===== config.mk =====
export PLATFORM = sky130hd
export DESIGN_NAME = uart_byte_tx
export DESIGN_NICKNAME = d
export VERILOG_FILES = /design/src/rtl/uart_byte_tx.sv
export SDC_FILE = /design/constraint.sdc
export NUM_CORES = 1
export LEC_CHECK = 0
export BUFFER_PORTS_ARGS = -buffer_cell sky130_fd_sc_hd__buf_4
export CORE_AREA = 4 4 74 76
export CTS_CLUSTER_DIAMETER = 50
export CTS_CLUSTER_SIZE = 14
export DETAILED_ROUTE_END_ITERATION = 10
export DIE_AREA = 0 0 78 80
export GPL_TIMING_DRIVEN = 0
export MAX_ROUTING_LAYER = met4
export PLACE_DENSITY = 0.65
export SYNTH_ARGS = -nofsm -noshare
export SYNTH_HDL_FRONTEND = slang
export SYNTH_SLANG_ARGS = --single-unit

===== constraint.sdc =====
create_clock -name clk -period 7.4 [get_ports clk]
set_input_delay 0.37 -clock clk [delete_from_list [all_inputs] [get_ports clk]]
set_output_delay 0.37 -clock clk [all_outputs]
set_load 0.01 [all_outputs]

===== src/rtl/uart_byte_tx.sv =====
// 8N1 UART transmitter fed by a byte strobe, with a 2-entry holding queue so that
// a high/low byte pair on consecutive cycles goes out as back-to-back frames.
`timescale 1ns/1ps

module uart_byte_tx #(
    parameter int CLKS_PER_BIT = 434
) (
    input  logic       clk,
    input  logic       reset,
    input  logic       TxEn,
    input  logic [7:0] TxData,
    output logic       Tx,
    output logic       TxBusy,
    output logic       TxDone,
    output logic       TxReady,
    output logic       TxOverflow
);

    localparam int            CW       = (CLKS_PER_BIT > 1) ? $clog2(CLKS_PER_BIT) : 1;
    localparam logic [CW-1:0] LAST_CNT = CW'(CLKS_PER_BIT - 1);

    typedef enum logic [1:0] {
        S_IDLE,
        S_START,
        S_DATA,
        S_STOP
    } state_t;

    state_t        r_state, w_state_next;
    logic [CW-1:0] r_clk_cnt, w_clk_cnt_next;
    logic [2:0]    r_bit_cnt, w_bit_cnt_next;
    logic [7:0]    r_shift, w_shift_next;
    logic          r_tx, w_tx_next;

    logic [7:0]    r_q0, r_q1;
    logic [1:0]    r_q_count;
    logic          w_q_nonempty, w_bit_end, w_pop, w_push, w_done;

    assign w_q_nonempty = (r_q_count != 2'd0);
    assign w_bit_end    = (r_clk_cnt == LAST_CNT);
    // A pop frees a slot in the same cycle, so a full queue still takes a byte then.
    assign w_push       = TxEn && ((r_q_count != 2'd2) || w_pop);

    // NOTE: every signal written here gets a default first, so no path leaves one
    // unassigned and no latch is inferred.
    always_comb begin
        w_state_next   = r_state;
        w_clk_cnt_next = r_clk_cnt;
        w_bit_cnt_next = r_bit_cnt;
        w_shift_next   = r_shift;
        w_pop          = 1'b0;
        w_done         = 1'b0;
        case (r_state)
            S_IDLE: begin
                if (w_q_nonempty) begin
                    w_pop          = 1'b1;
                    w_shift_next   = r_q0;
                    w_clk_cnt_next = '0;
                    w_bit_cnt_next = '0;
                    w_state_next   = S_START;
                end
            end
            S_START: begin
                if (w_bit_end) begin
                    w_clk_cnt_next = '0;
                    w_state_next   = S_DATA;
                end else begin
                    w_clk_cnt_next = r_clk_cnt + 1'b1;
                end
            end
            S_DATA: begin
                if (w_bit_end) begin
                    w_clk_cnt_next = '0;
                    w_shift_next   = {1'b0, r_shift[7:1]};
                    if (r_bit_cnt == 3'd7) begin
                        w_state_next = S_STOP;
                    end else begin
                        w_bit_cnt_next = r_bit_cnt + 3'd1;
                    end
                end else begin
                    w_clk_cnt_next = r_clk_cnt + 1'b1;
                end
            end
            S_STOP: begin
                if (w_bit_end) begin
                    w_done         = 1'b1;
                    w_clk_cnt_next = '0;
                    if (w_q_nonempty) begin
                        w_pop          = 1'b1;
                        w_shift_next   = r_q0;
                        w_bit_cnt_next = '0;
                        w_state_next   = S_START;
                    end else begin
                        w_state_next = S_IDLE;
                    end
                end else begin
                    w_clk_cnt_next = r_clk_cnt + 1'b1;
                end
            end
            default: w_state_next = S_IDLE;
        endcase
    end

    // Line level for the state being entered, so the registered Tx tracks r_state.
    always_comb begin
        case (w_state_next)
            S_START: w_tx_next = 1'b0;
            S_DATA:  w_tx_next = w_shift_next[0];
            default: w_tx_next = 1'b1;
        endcase
    end

    // NOTE: sequential state is updated with non-blocking assignments only, so every
    // register samples the values that were present before the edge.
    always_ff @(posedge clk) begin
        if (!reset) begin
            r_state   <= S_IDLE;
            r_clk_cnt <= '0;
            r_bit_cnt <= '0;
            r_shift   <= '0;
            r_tx      <= 1'b1;
            r_q_count <= 2'd0;
        end else begin
            r_state   <= w_state_next;
            r_clk_cnt <= w_clk_cnt_next;
            r_bit_cnt <= w_bit_cnt_next;
            r_shift   <= w_shift_next;
            r_tx      <= w_tx_next;
            case ({w_push, w_pop})
                2'b10:   r_q_count <= r_q_count + 2'd1;
                2'b01:   r_q_count <= r_q_count - 2'd1;
                default: r_q_count <= r_q_count;
            endcase
        end
    end

    // NOTE: queue storage carries no reset; r_q_count alone says which entries are valid.
    always_ff @(posedge clk) begin
        if (w_push && w_pop) begin
            if (r_q_count == 2'd2) begin
                r_q0 <= r_q1;
                r_q1 <= TxData;
            end else begin
                r_q0 <= TxData;
            end
        end else if (w_pop) begin
            r_q0 <= r_q1;
        end else if (w_push) begin
            if (r_q_count == 2'd0) begin
                r_q0 <= TxData;
            end else begin
                r_q1 <= TxData;
            end
        end
    end

    assign Tx         = r_tx;
    assign TxBusy     = (r_state != S_IDLE);
    assign TxDone     = w_done;
    assign TxReady    = (r_q_count != 2'd2);
    assign TxOverflow = TxEn && (r_q_count == 2'd2) && !w_pop;

endmodule


======== Word-level counts from Yosys, hierarchy flattened ========
Index checks and enable logic that the tools add are counted.
word-level totals
  register bits after elaboration ......... 41
  input port bits ......................... 11
  logic and storage cells ................. 87
  output and inout bits ................... 5
operators by class
  reductions and logical operators ........ 20
  eq/ne operators ......................... 18
  add/subtract/negate cells ............... 4
  mux-type cells .......................... 36
operators with widths
  operator               number
  $mux W8                13
  $pmux W8 S3            1
  $mux W9                2
  $pmux W9 S2            1
  $mux W3                4
  $ne A2 B2 Y1 const B   6
  $eq A2 B2 Y1 const B   5
  $mux W2                5
  $add A9 B1 Y9 const B  1
  $eq A9 B9 Y1 const B   1
  $pmux W3 S3            1
  $reduce_bool A3 Y1     3
  $pmux W2 S4            1
  $reduce_and A4 Y1      2
  $reduce_bool A2 Y1     4
  $eq A2 B1 Y1 const B   3
  $mux W1                5
  $logic_and A1 B1 Y1    4
  $logic_not A2 Y1       2
  $ne A2 B1 Y1 const B   2
  $pmux W1 S2            2
  $pmux W2 S2            1
  $add A3 B1 Y3 const B  1
  $eq A3 B3 Y1 const B   1
  other kinds (7)        7

======== Depth between registers and ports, before layout ========
  depth after elaboration ................. 9
  depth in mapped cells ................... 13
  gate-level depth less buffers ........... 12

======== Worst setup path before layout ========
No wires, ideal clock.
  kind .................................... register to register
  start ................................... reg r_clk_cnt[1]
  end ..................................... reg r_q1[0] (enable)
  data required time ...................... 7.015 ns
  arrival ................................. 2.690 ns
  buffers on the path ..................... 1
  path slack .............................. 4.324 ns
  cell stages (with the launch flop) ...... 12
  setup time .............................. 0.385 ns
  clock period less this slack ............ 3.076 ns
  path through ............................ dfxtp_1 -> inv_1 -> ha_1 -> and4b_1 -> buf_6 -> a31oi_4 -> nor2_2 -> o21ai_0 -> inv_1 -> ha_1 -> a21oi_1 -> nor3b_1
between the ends
  longest elaborated chain between the ends .. 8
  elaborated cells on any way between the ends .. 11
  those cells by class .................... eq/ne (4); mux (2); reduce/logical (5)
RTL lines
  item                                                         line  text
  start: declaration                                           30    logic [CW-1:0] r_clk_cnt, w_clk_cnt_next;
  start signal: assignment                                     125   r_clk_cnt <= w_clk_cnt_next;
  $eq A9 B9 Y1 *                                               40    assign w_bit_end = (r_clk_cnt == LAST_CNT);
  $mux W1 *                                                    85    if (w_bit_end) begin
  $pmux W1 S2 *                                                53    case (r_state)
  $logic_or A1 B1 Y1                                           42    assign w_push = TxEn && ((r_q_count != 2'd2) || w_pop);
  $logic_and A1 B1 Y1                                          42
  $logic_and A1 B1 Y1                                          139   if (w_push && w_pop) begin
  $ne A2 B1 Y1 (no source line), or another cell as far along  n/a
  $reduce_and A4 Y1 (no source line) *                         n/a
  end signal: assignment                                       142   r_q1 <= TxData;
  end signal: assignment                                       152   r_q1 <= TxData;
  end: declaration                                             35    logic [7:0] r_q0, r_q1;
Every way passes the cells marked *; elsewhere a longest branch is shown, timed or not.
A chain may end at the register's enable or synchronous reset.

======== Final worst setup path ========
  start ................................... reg r_clk_cnt[1]
  end ..................................... reg r_q1[3] (enable)
The elaborated chain is that of the path after synthesis.

==> metrics.md <==
| Metric | Value |
|---|---|
| Synth area leaders | `dfxtp_1, edfxtp_1, ha_1` |
| Ant diodes | `0` |
| Antenna-violating nets left | `0` |
| Finished Cell Area | `0.002547 mm²` |
| Routed vias | `1683` |
| DPL Wire Length | `3159 µm` |
| Initial core utilization | `47.34%` |
| Seq cells post-synth | `41` |
| Nets | `268` |
| Post-synth cell types | `50` |
| Post-CTS sizing | `0` |
| Final min period | `3.475 ns` |
| Final wirelength | `4388 µm` |
| Initial antenna violation count | `0` |
| First-pass GRT wire length | `7569 µm` |
| Worst Tran Pin Value | `1.011 ns` |
| Worst r2r dst | `r_q1[3]` |
| Die X | `78 µm` |
| Relative slew slack | `32.46%` |
| MaxCap Viol Count | `0` |
| Post-synth top flop | `dfxtp_1` |
| Crit path max fanout | `9` |
| CTS buffer count | `5` |
| Fraction of layout cells with a size suffix above 1 | `17.21%` |
| H-tree depth | `2` |
| Die footprint | `0.006240 mm²` |
| Post-synth top area share | `22.38%` |
| Slew Limit Fails | `0` |
| EDFF count, synth | `16` |
| Final global-route overflow total | `0` |
| Hold path cells | `1` |
| Synth Instances | `221` |
| Clk_skew | `0.005971 ns` |
| R2R depth | `11` |
| Die height | `80 µm` |
| Hold EP | `r_q1[3]` |
| Pin count of the biggest net entering global routing | `15` |
| Core ar. | `0.004723 mm²` |
| Run status | `finished, final reports clean` |
| Sink Count | `41` |
| Startpoint Class | `flip-flop` |
| Commonest non-fill, non-tap cell in the layout | `nor2_1` |
| Setup CP Type | `flip-flop to flip-flop` |
| Clk buf depth | `2` |
| Leak pwr | `1.012 nW` |
| Rows | `25` |
| GPL Wtd Cong | `0.8287` |
| Worst path required time | `7.32 ns` |
| Root buffer cell | `clkbuf_8` |
| Non-Filler Instances | `311` |
| Post-CTS setup buffer count | `0` |
| Pwr/cell area | `407.1 mW/mm²` |
| Hold_sp | `TxData[3]` |
| Synth Cell Area | `0.002236 mm²` |
| Setup_tns | `0 ns` |
| Max Fclk | `287.8 MHz` |
| Reg clk slew, reported paths | `0.08 ns` |
| Vias/cell | `5.412` |
| Hold buffers post-CTS | `0` |
| Worst EP arrival | `3.40 ns` |
| Crit end category | `flip-flop` |
| Area Growth Syn to Fin | `13.93%` |
| TritonRoute pass-1 iters | `4` |
| Routed wire per std cell | `14.11 µm` |
| FFs w/ async S/R, synth | `0%` |
| CTS tree | `yes` |
| Max rail drop VDD | `218.6 µV` |
| Hold crit path type | `primary input to flip-flop` |
| FF-to-FF setup slack | `3.93 ns` |
| I/O Pins | `16` |
| RSZ-0062 raised after global routing | `false` |
| Post-synthesis sequential area ratio | `43.87%` |
| Latest clock arrival within the worst-skew pair | `0.30 ns` |
| IO buf count | `15` |
| Iter 0 DRT Violations | `113` |
| Post-Syn Area per Cell | `10.12 µm²` |
| Ys Warns | `0` |
| GRT Util Overall | `15.57%` |
| Hold slack final | `0.2557 ns` |
| # DRC | `0` |
| Vias in the first global route | `1583` |
| Final Hold Fails | `0` |
| Reg-to-Reg Start | `r_clk_cnt[1]` |
| Syn Nets | `246` |
| Setup violators final | `0` |
| Pwr Total | `1.037 mW` |
| Most frequent cells in the layout | `nor2_1, dfxtp_1, buf_4, o21ai_0, edfxtp_1` |
| # placed instances | `303` |
| Critical Path Start | `r_clk_cnt[1]` |
| Post-placement cell area | `0.002432 mm²` |
| Tcrit/Tclk final | `46.95%` |
| Largest area contributor in the netlist | `dfxtp_1` |
sequential cells by signal (all words and copies together), names as in the netlist:
name and cells:
r_q0 8, r_shift 8, Tx 1, r_q1 8
r_bit_cnt 3, r_state 2, r_clk_cnt 9, r_q_count 2
Yosys cell counts (all sizes together), types with 5 or more instances:
library cell,number
ha,14
nor2,28
clkbuf,7
mux2i,7
and3,5
a22oi,8
a21oi,13
inv,9
buf,6
o2bb2ai,6
nand2,5
edfxtp,16
o21ai,17
mux2,8
dfxtp,25
area by class of cell:
type / instances / area, µm²
timing repair buffer: 15 / 112.6
fill: 441 / 2176
multi-input combinational: 158 / 1144
inverter: 9 / 33.78
tap: 67 / 83.83
buffer: 13 / 77.57
sequential: 41 / 980.9
clock inverter: 3 / 46.29
clock buffer: 5 / 68.82
worst max-delay path, cell delays in order, from the launching register on:
cell and delay, ns:
dfxtp_1 0.37, inv_1 0.06, ha_1 0.18, and4b_1 0.21, buf_6 0.13, a31oi_4 0.34
nor2_2 0.10, o21ai_0 0.14, inv_1 0.13, ha_1 0.28, a21oi_1 0.29, nor3b_1 0.86
cell families (layout without fill, tap and decap cells):
kind of cell    count (synthesis)  in the layout  synth area share (%)
flops                          41             41                 43.87
simple gates                   63             63                 15.05
xor+xnor                        3              3                 1.175
buf+inv                        22             45                 4.981
fa+ha+maj                      14             14                 7.834
mux                            15             15                 7.163
compound gates                 63             63                 19.92
per-layer routing:
metal	global-route usage [%]	routed length, µm	share of wire, %
met5	-	0	0
met4	4.196	44	1.0
met1	21.39	2254	51
met2	23.03	1883	43
met3	3.725	206	4.7
through the flow:
stage,worst slack [ns],utilization [%]
final,3.926,53.93
after global routing,3.673,53.93
after CTS,3.868,53.93
after detailed placement,3.913,51.50
after global placement,3.946,51.50
after floorplan,4.324,-
how the worst max path moves through the flow:
stage | to | slack [ns] | cells past startpoint
after floorplan | r_q1[0] | 4.32 | 11
after global placement | r_q1[4] | 3.95 | 11
after detailed placement | r_q1[3] | 3.91 | 11
after CTS | r_q1[3] | 3.87 | 11
after global routing | r_q1[5] | 3.67 | 11
final | r_q1[3] | 3.93 | 11
report_power, final:
part           leakage [nW]  switching, mW  internal [mW]
Combinational         0.603          0.302          0.197
Clock                0.0543         0.0829          0.101
Sequential            0.355         0.0333          0.321
No activity file was read; power rests on OpenSTA's default activity.
